==> config.mk <==
export PLATFORM = sky130hd
export DESIGN_NAME = alu8_cmd_sequencer
export DESIGN_NICKNAME = d
export VERILOG_FILES = /design/src/rtl/alu8_pkg.sv /design/src/rtl/alu8.sv /design/src/rtl/alu8_cmd_sequencer.sv
export SDC_FILE = /design/constraint.sdc
export NUM_CORES = 1
export LEC_CHECK = 0
export BUFFER_PORTS_ARGS = -buffer_cell sky130_fd_sc_hd__buf_2
export CAP_MARGIN = 15
export CORE_UTILIZATION = 45
export CTS_CLUSTER_SIZE = 16
export DETAILED_ROUTE_END_ITERATION = 10
export GPL_TIMING_DRIVEN = 0
export PLACE_DENSITY = 0.66
export SYNTH_ARGS = -nofsm -noshare
export SYNTH_HDL_FRONTEND = slang
export SYNTH_SLANG_ARGS = --single-unit
==> constraint.sdc <==
create_clock -name clk -period 3.85 [get_ports clk]
set_input_delay 0.385 -clock clk [delete_from_list [all_inputs] [get_ports clk]]
set_output_delay 0.385 -clock clk [all_outputs]
set_load 0.01 [all_outputs]
==> src/rtl/alu8_pkg.sv <==
// Shared opcodes, sequencer state encoding and opcode helpers for the alu8 datapath.
package alu8_pkg;

  localparam logic [2:0] OP_ADD  = 3'b000;
  localparam logic [2:0] OP_SUB  = 3'b001;
  localparam logic [2:0] OP_AND  = 3'b010;
  localparam logic [2:0] OP_OR   = 3'b011;
  localparam logic [2:0] OP_XOR  = 3'b100;
  localparam logic [2:0] OP_SHL  = 3'b101;
  localparam logic [2:0] OP_SHR  = 3'b110;
  localparam logic [2:0] OP_PASS = 3'b111;

  typedef enum logic [1:0] {
    ST_IDLE  = 2'd0,
    ST_EXEC  = 2'd1,
    ST_SHIFT = 2'd2,
    ST_DONE  = 2'd3
  } seqState_t;

  function automatic logic is_shift(input logic [2:0] op);
    return (op == OP_SHL) || (op == OP_SHR);
  endfunction

endpackage

==> src/rtl/alu8.sv <==
// Combinational 8-bit ALU: add/sub share one adder, single-bit shifts, logic ops and pass.
module alu8
  import alu8_pkg::*;
(
  input  logic [7:0] a,
  input  logic [7:0] b,
  input  logic [2:0] op,
  output logic [7:0] y,
  output logic       z,
  output logic       c,
  output logic       v
);

  logic [7:0] addB;
  logic       addCin;
  logic [8:0] sum;

  // SUB is A + ~B + 1; carry out of that sum is the inverse of the borrow.
  assign addB   = (op == OP_SUB) ? ~b : b;
  assign addCin = (op == OP_SUB);
  assign sum    = {1'b0, a} + {1'b0, addB} + {8'd0, addCin};

  always_comb begin
    y = a;
    c = 1'b0;
    v = 1'b0;
    case (op)
      OP_ADD: begin
        y = sum[7:0];
        c = sum[8];
        v = (a[7] == addB[7]) && (sum[7] != a[7]);
      end
      OP_SUB: begin
        y = sum[7:0];
        c = ~sum[8];
        v = (a[7] == addB[7]) && (sum[7] != a[7]);
      end
      OP_AND: y = a & b;
      OP_OR:  y = a | b;
      OP_XOR: y = a ^ b;
      OP_SHL: begin
        y = {a[6:0], 1'b0};
        c = a[7];
      end
      OP_SHR: begin
        y = {1'b0, a[7:1]};
        c = a[0];
      end
      default: y = a;
    endcase
  end

  assign z = (y == 8'd0);

endmodule

==> src/rtl/alu8_cmd_sequencer.sv <==
// Command front-end for alu8: handshaked commands in, multi-bit shifts iterated, registered results out.
//   state    | meaning
//   ST_IDLE  | waiting for a command, cmd_ready high
//   ST_EXEC  | single-cycle ALU op from operand registers
//   ST_SHIFT | one bit shifted per cycle until the count runs out
//   ST_DONE  | result presented, waiting for res_ready
module alu8_cmd_sequencer
  import alu8_pkg::*;
#(
  parameter int         CNT_W    = 3,
  parameter logic [7:0] ACC_INIT = 8'h00
) (
  input  logic             clk,
  input  logic             rst,
  input  logic             cmd_valid,
  output logic             cmd_ready,
  input  logic [2:0]       cmd_op,
  input  logic [7:0]       cmd_a,
  input  logic [7:0]       cmd_b,
  input  logic             cmd_use_acc,
  input  logic [CNT_W-1:0] cmd_cnt,
  output logic             res_valid,
  input  logic             res_ready,
  output logic [7:0]       res_y,
  output logic             res_z,
  output logic             res_c,
  output logic             res_v,
  output logic [7:0]       acc,
  output logic             busy
);

  seqState_t        state;
  logic [2:0]       opReg;
  logic [7:0]       aReg;
  logic [7:0]       bReg;
  logic [CNT_W-1:0] remaining;

  logic [2:0] aluOp;
  logic [7:0] aluY;
  logic       aluZ, aluC, aluV;

  // A zero-count shift lands in EXEC and must return A untouched.
  assign aluOp = ((state == ST_EXEC) && is_shift(opReg)) ? OP_PASS : opReg;

  alu8 uAlu (
    .a  (aReg),
    .b  (bReg),
    .op (aluOp),
    .y  (aluY),
    .z  (aluZ),
    .c  (aluC),
    .v  (aluV)
  );

  assign cmd_ready = (state == ST_IDLE) && !rst;
  assign busy      = (state != ST_IDLE);

  always_ff @(posedge clk) begin
    if (rst) begin
      state     <= ST_IDLE;
      opReg     <= OP_PASS;
      aReg      <= 8'd0;
      bReg      <= 8'd0;
      remaining <= '0;
      res_valid <= 1'b0;
      res_y     <= 8'd0;
      res_z     <= 1'b0;
      res_c     <= 1'b0;
      res_v     <= 1'b0;
      acc       <= ACC_INIT;
    end else begin
      case (state)
        ST_IDLE: begin
          if (cmd_valid) begin
            opReg     <= cmd_op;
            aReg      <= cmd_use_acc ? acc : cmd_a;
            bReg      <= cmd_b;
            remaining <= cmd_cnt;
            state     <= (is_shift(cmd_op) && (cmd_cnt != '0)) ? ST_SHIFT : ST_EXEC;
          end
        end
        ST_EXEC: begin
          res_y     <= aluY;
          res_z     <= aluZ;
          res_c     <= aluC;
          res_v     <= aluV;
          acc       <= aluY;
          res_valid <= 1'b1;
          state     <= ST_DONE;
        end
        ST_SHIFT: begin
          aReg      <= aluY;
          remaining <= remaining - CNT_W'(1);
          if (remaining == CNT_W'(1)) begin
            res_y     <= aluY;
            res_z     <= aluZ;
            res_c     <= aluC;
            res_v     <= 1'b0;
            acc       <= aluY;
            res_valid <= 1'b1;
            state     <= ST_DONE;
          end
        end
        ST_DONE: begin
          if (res_ready) begin
            res_valid <= 1'b0;
            state     <= ST_IDLE;
          end
        end
        default: state <= ST_IDLE;
      endcase
    end
  end

endmodule

Word-level counts from Yosys, hierarchy flattened
Cells that the tools add are included.
- logic and storage cells: 84
- bits in registers: 36
- output and inout port bits: 22
- bits of input ports: 27
- add/subtract/negate cells: 3
- reduce and logical (&&, ||, !) cells: 21
- bitwise gates (word level): 5
- eq/ne operators: 19
- mux-type cells: 26
- operators by type and width (cell ; count):
    one-hot mux 8 bit (6 select lines) ; 1
    2-to-1 mux 8 bit ; 4
    one-hot mux 8 bit (2 select lines) ; 2
    == test 3 bit (second input constant) ; 7
    adder 8 x 8 -> 9 bit ; 1
    adder 9 x 1 -> 9 bit ; 1
    bitwise AND 8 bit ; 1
    logical NOT 8 bit ; 1
    2-to-1 mux 2 bit ; 4
    inverter 8 bit ; 1
    OR 8 bit ; 1
    one-hot mux 2 bit (4 select lines) ; 1
    XOR 8 bit ; 1
    == test 3 x 1 -> 1 bit (second input constant) ; 2
    == test 3 x 2 -> 1 bit (second input constant) ; 2
    2-to-1 mux 1 bit ; 6
    2-to-1 mux 3 bit ; 2
    != test 2 bit (second input constant) ; 3
    one-hot mux 1 bit (2 select lines) ; 3
    one-hot mux 3 bit (2 select lines) ; 1
    AND reduction 2 bit ; 3
    AND reduction 3 bit ; 2
    nonzero test 2 bit ; 3
    nonzero test 3 bit ; 2
    14 further kinds ; 19

Longest topological paths before layout
- depth in word-level cells: 12
- mapped depth: 11
- mapped depth without buffers: 10

Cells and area by module
A second synthesis with hierarchy kept.
- cell total of the unflattened synthesis: 372
- area total of the unflattened synthesis: 2950.3 um^2
- modules (own cells, without submodules) (module ; cells each ; instances ; seq. area each (um^2) ; area an instance (um^2)):
    alu8_cmd_sequencer ; 201 ; 1 ; 720.7 ; 1696.6
    alu8 ; 171 ; 1 ; 0.0 ; 1253.7

Least setup slack after synthesis
Ideal clock, no wire load.
- path kind: register to register
- start point: register opReg[1]
- end point: register res_z
- setup time: 0.096 ns
- period minus slack after synthesis: 2.711 ns
- cell stages (with the launch flop): 12
- setup slack: 1.139 ns
- arrival time: 2.615 ns
- buffers on the path: 1
- path through: dfxtp_1 or3b_1 buf_2 xnor2_1 fa_1 a21o_1 a21oi_1 xnor2_1 a221o_1 o21ai_0 nand2_1 o41ai_2
- cells in the longest elaborated chain, start to end: 12
- elaborated cells on any way between the ends: 20
- those cells by class: 2 x add/sub; 8 x eq/ne; 5 x mux; 5 x reduce/logical
- ends and longest elaborated chain (what ; line ; text):
    from (decl) ; alu8_cmd_sequencer.sv:33 ; logic [2:0] opReg;
    from (signal assigned) ; alu8_cmd_sequencer.sv:75 ; opReg <= cmd_op;
    == test 3 bit ; alu8_pkg.sv:21 ; return (op == OP_SHL) || (op == OP_SHR);
    logical OR 1 bit ; alu8_pkg.sv:21 ;
    logical AND 1 bit ; alu8_cmd_sequencer.sv:43 ; assign aluOp = ((state == ST_EXEC) && is_shift(opReg)) ? OP_PASS : opReg;
    2-to-1 mux 3 bit (*) ; alu8_cmd_sequencer.sv:43 ;
    == test 3 x 1 -> 1 bit ; alu8.sv:19, alu8.sv:20, alu8.sv:27 ;
    2-to-1 mux 8 bit ; alu8.sv:19 ; assign addB = (op == OP_SUB) ? ~b : b;
    adder 8 x 8 -> 9 bit ; alu8.sv:21 ; assign sum = {1'b0, a} + {1'b0, addB} + {8'd0, addCin};
    adder 9 x 1 -> 9 bit ; alu8.sv:21 ;
    one-hot mux 8 bit (6 select lines) (*) ; alu8.sv:27 ; case (op)
    logical NOT 8 bit (*) ; alu8.sv:53 ; assign z = (y == 8'd0);
    2-to-1 mux 1 bit ; alu8_cmd_sequencer.sv:94 ; if (remaining == CNT_W'(1)) begin
    one-hot mux 1 bit (2 select lines) (*) ; alu8_cmd_sequencer.sv:72 ; case (state)
    to (signal assigned) ; alu8_cmd_sequencer.sv:84 ; res_z <= aluZ;
    to (signal assigned) ; alu8_cmd_sequencer.sv:96 ; res_z <= aluZ;
    to (decl) ; alu8_cmd_sequencer.sv:25 ; output logic res_z,
Every way passes the cells marked *; elsewhere a longest branch is shown, timed or not. The select of a mux whose other input is x is not followed.
A chain may end at the register's enable or synchronous reset.

Final worst setup path
- start point: register opReg[2]
- end point: register res_z
The elaborated chain is that of the path after synthesis.

==> impl_metrics.json <==
{
  "vias": 3058,
  "grt_pass1_wl_mm": 13.91,
  "cts_hold_buf": 0,
  "synth_flop_cell": "dfxtp_1",
  "synth-edff-count": 0,
  "path_clk_slew_ns": 0.07,
  "drv_cap": 0,
  "relSlewSlack_pct": 61.18,
  "synth-seq-cells": 36,
  "clock-root-buffer": "clkbuf_8",
  "status": "finished with violations",
  "cts-resized-gates": 0,
  "first_pass_iters": 7,
  "seq_area_um2": 720.7,
  "timing.final.crit_period_ns": 3.063,
  "grt_pass1_vias": 2856,
  "port_buffers": 48,
  "synthArstFlopShare_pct": 0,
  "seq_area_frac_synth_pct": 23.57,
  "maxSlewViolCount": 0,
  "htree_levels": 2,
  "syn_nets": 462,
  "whs_path_depth": 3,
  "crit_buf_inv": 1,
  "rsz0062_at_grt": "no",
  "final_cells": 536,
  "dieArea_mm2": 0.007129,
  "post-route-period-util_pct": 79.55,
  "clkSinkCount": 36,
  "finalSetupViolCount": 0,
  "start_util_pct": 47.35,
  "clockBufferDepth": 2,
  "fin_nets": 517,
  "place_ws_ns": 0.7869,
  "reg2reg_from": "opReg[2]$_SDFFE_PP1P_",
  "startpoint_type": "flop",
  "critical_path_arrival_ns": 3.26,
  "syn-instance-count": 403,
  "synthDistinctLibCells": 64,
  "crit_cells": 10,
  "worst_slack_ns": 0.7875,
  "cts_buffers": 5,
  "antenna_cells": 0,
  "critPathCaptureType": "flop",
  "cts_tree": "yes",
  "ios": 49,
  "p_leak_nw": 1.492,
  "die_w_um": 84.44,
  "finalHoldViolCount": 0,
  "p_total_w": 0.002423,
  "drt_drc_violations_left": 2,
  "avgSynthCellArea_um2": 7.588,
  "crit_required_ns": 4.05,
  "fin_setup_tns_ns": 0,
  "crit_end": "res_z$_SDFFE_PP0P_",
  "grt_usage_pct": 24.55,
  "yosysWarningCount": 0,
  "hpwlAfterDp_mm": 6.508,
  "ant_nets": 0,
  "worst_slew_pin_slew_ns": 0.5762,
  "worstRegToRegCells": 10,
  "cpPeakStageDelay_ns": 0.50,
  "fillerInstances": 643,
  "syn_to_final_growth_pct": 14.08,
  "cp_max_fo": 8,
  "viasPerCell": 5.705,
  "drt_iter0_markers": 183,
  "die_h_um": 84.44,
  "post_drt_wl_per_cell_um": 15.55,
  "cts_setup_buffers": 0,
  "rows": 29,
  "core_area_mm2": 0.006459,
  "path_cells": "or3b_1 > buf_2 > xnor2_1 > ha_1 > a21oi_1 > o22ai_1 > o31ai_1 > and3_4 > o32ai_4 > o41ai_2",
  "dp_cells": 528,
  "r2r_setup_slack_ns": 0.79,
  "max_freq_ghz": 0.3265,
  "vdd_drop_max_mv": 0.3498,
  "critPathKind": "reg -> reg",
  "powerDensity_mw_per_mm2": 694.6,
  "cp-startpoint": "opReg[2]$_SDFFE_PP1P_",
  "clock_latency_ns": 0.30,
  "globalRouteOverflowTotal": 0,
  "synthesis.area_mm2": 0.003058,
  "r2r-end": "res_z$_SDFFE_PP0P_",
  "fin_skew_ns": 0.01301,
  "place.gp.congestion": 0.9165,
  "multiInputGateArea_mm2": 0.002059,
  "drive_gt1_share_pct": 18.52,
  "grt_max_degree": 12,
  "hold_path_class": "in -> reg",
  "antenna_found_initial": 0,
  "routed_wl_mm": 8.335,
  "violations": "design-rule violations",
  "path_delay_family": "compound AO/OA/AOI/OAI gates",
  "slowest_stage": "o31ai_1"
}
## stage by stage
stage | instance area, µm² | hold slack (ns) | util, %
after CTS | 3488 | 0.3223 | 54.01
after floorplan | 3058 | 0.4570 | -
after detailed placement | 3395 | 0.4837 | 52.56
after global routing | 3488 | 0.3090 | 54.01
after global placement | 3395 | 0.4731 | 52.56
final | 3488 | 0.3249 | 54.01
## worst min path at each step
stage | slack, ns | end | startpoint
2_1_floorplan | 0.46 | remaining[1]$_SDFFE_PP0P_ | remaining[1]$_SDFFE_PP0P_
3_3_place_gp | 0.47 | res_v$_SDFFE_PP0P_ | res_v$_SDFFE_PP0P_
3_5_place_dp | 0.48 | acc[3]$_SDFFE_PP0P_ | acc[3]$_SDFFE_PP0P_
4_1_cts | 0.32 | bReg[5]$_SDFFE_PP0P_ | cmd_b[5]
5_1_grt | 0.31 | bReg[7]$_SDFFE_PP0P_ | cmd_b[7]
6_report | 0.32 | bReg[6]$_SDFFE_PP0P_ | cmd_b[6]
## sequential cells by signal (all words and copies together) (netlist names)
register   count
aReg           8
acc            8
bReg           8
opReg          3
remaining      3
state          2
res_c          1
res_v          1
res_valid      1
res_z          1
## worst min-delay path: cells and delay by family
family                 cells  cell delay, ns
buffers and inverters      1            0.09
AO/OA/AOI/OAI              1            0.05
AND/OR/NAND/NOR            1            0.04
## layout by cell type, fill, tap and decap left out, types with 6 or more instances in the layout
cell and instances:
dfxtp_1 36, buf_4 8, a21oi_1 39, nand3_1 9, clkbuf_8 6, ha_1 31
nand2_1 43, o21ai_0 14, nor2_1 34, nor3_1 6, clkbuf_1 19, nor2b_1 9
inv_1 29, nand3b_1 8, a211o_1 7, xnor2_1 12, buf_2 54, a211oi_1 16
o21a_1 6
## cells in the mapped netlist, types with 3 or more instances
master,instances,area [µm²]
nand2_1,43,161.4
a21oi_1,39,195.2
dfxtp_1,36,720.7
nor2_1,34,127.6
ha_1,31,387.9
inv_1,29,108.9
clkbuf_1,18,67.56
a211oi_1,16,120.1
o21ai_0,14,70.07
xnor2_1,12,105.1
nand3_1,9,45.04
nor2b_1,9,56.30
buf_4,8,60.06
nand3b_1,8,60.06
a211o_1,7,61.31
buf_2,6,30.03
nor3_1,6,30.03
o21a_1,6,45.04
nand2b_1,4,25.02
nand4_1,4,25.02
o211ai_1,4,30.03
o21ai_1,4,20.02
o31ai_1,4,30.03
mux2i_1,3,30.03
o221ai_1,3,26.28
## metal layers
metal	GRT usage, %	vias to the layer above	share of wire (%)
li1	-	1527	-
met1	33.39	1410	48
met2	39.12	109	44
met3	5.605	12	6.4
met4	6.934	0	1.7
met5	0	-	0
## logic make-up (layout without fill, tap and decap cells)
| kind of cell | after synthesis | in the layout | synth area share, % |
|---|---|---|---|
| AOI/OAI and AO/OA | 122 | 122 | 27.37 |
| xor gates and xnor gates | 12 | 12 | 3.437 |
| adders and majority gates | 33 | 33 | 13.71 |
| buffers and inverters | 64 | 120 | 9.083 |
| DFF | 36 | 36 | 23.57 |
| muxes | 4 | 4 | 1.350 |
| and+or+nand+nor | 132 | 132 | 21.48 |
## where the power goes
part | leakage, nW | total, W | switching, W | internal, W
clock network | 0.0445 | 0.000282 | 0.000136 | 0.000145
registers | 0.295 | 0.000623 | 0.000136 | 0.000487
logic | 1.15 | 0.00152 | 0.000915 | 0.000603
## final cells by class
type,count,share of cell area (%)
timing repair buffer,48,6.887
clock inverter,1,0.2152
clock buffer,7,2.475
buffer,34,4.735
inverter,30,3.228
multi-input combinational,303,59.04
sequential,36,20.66
tap,77,2.762
Note: power is estimated with default switching activity, not from simulation.
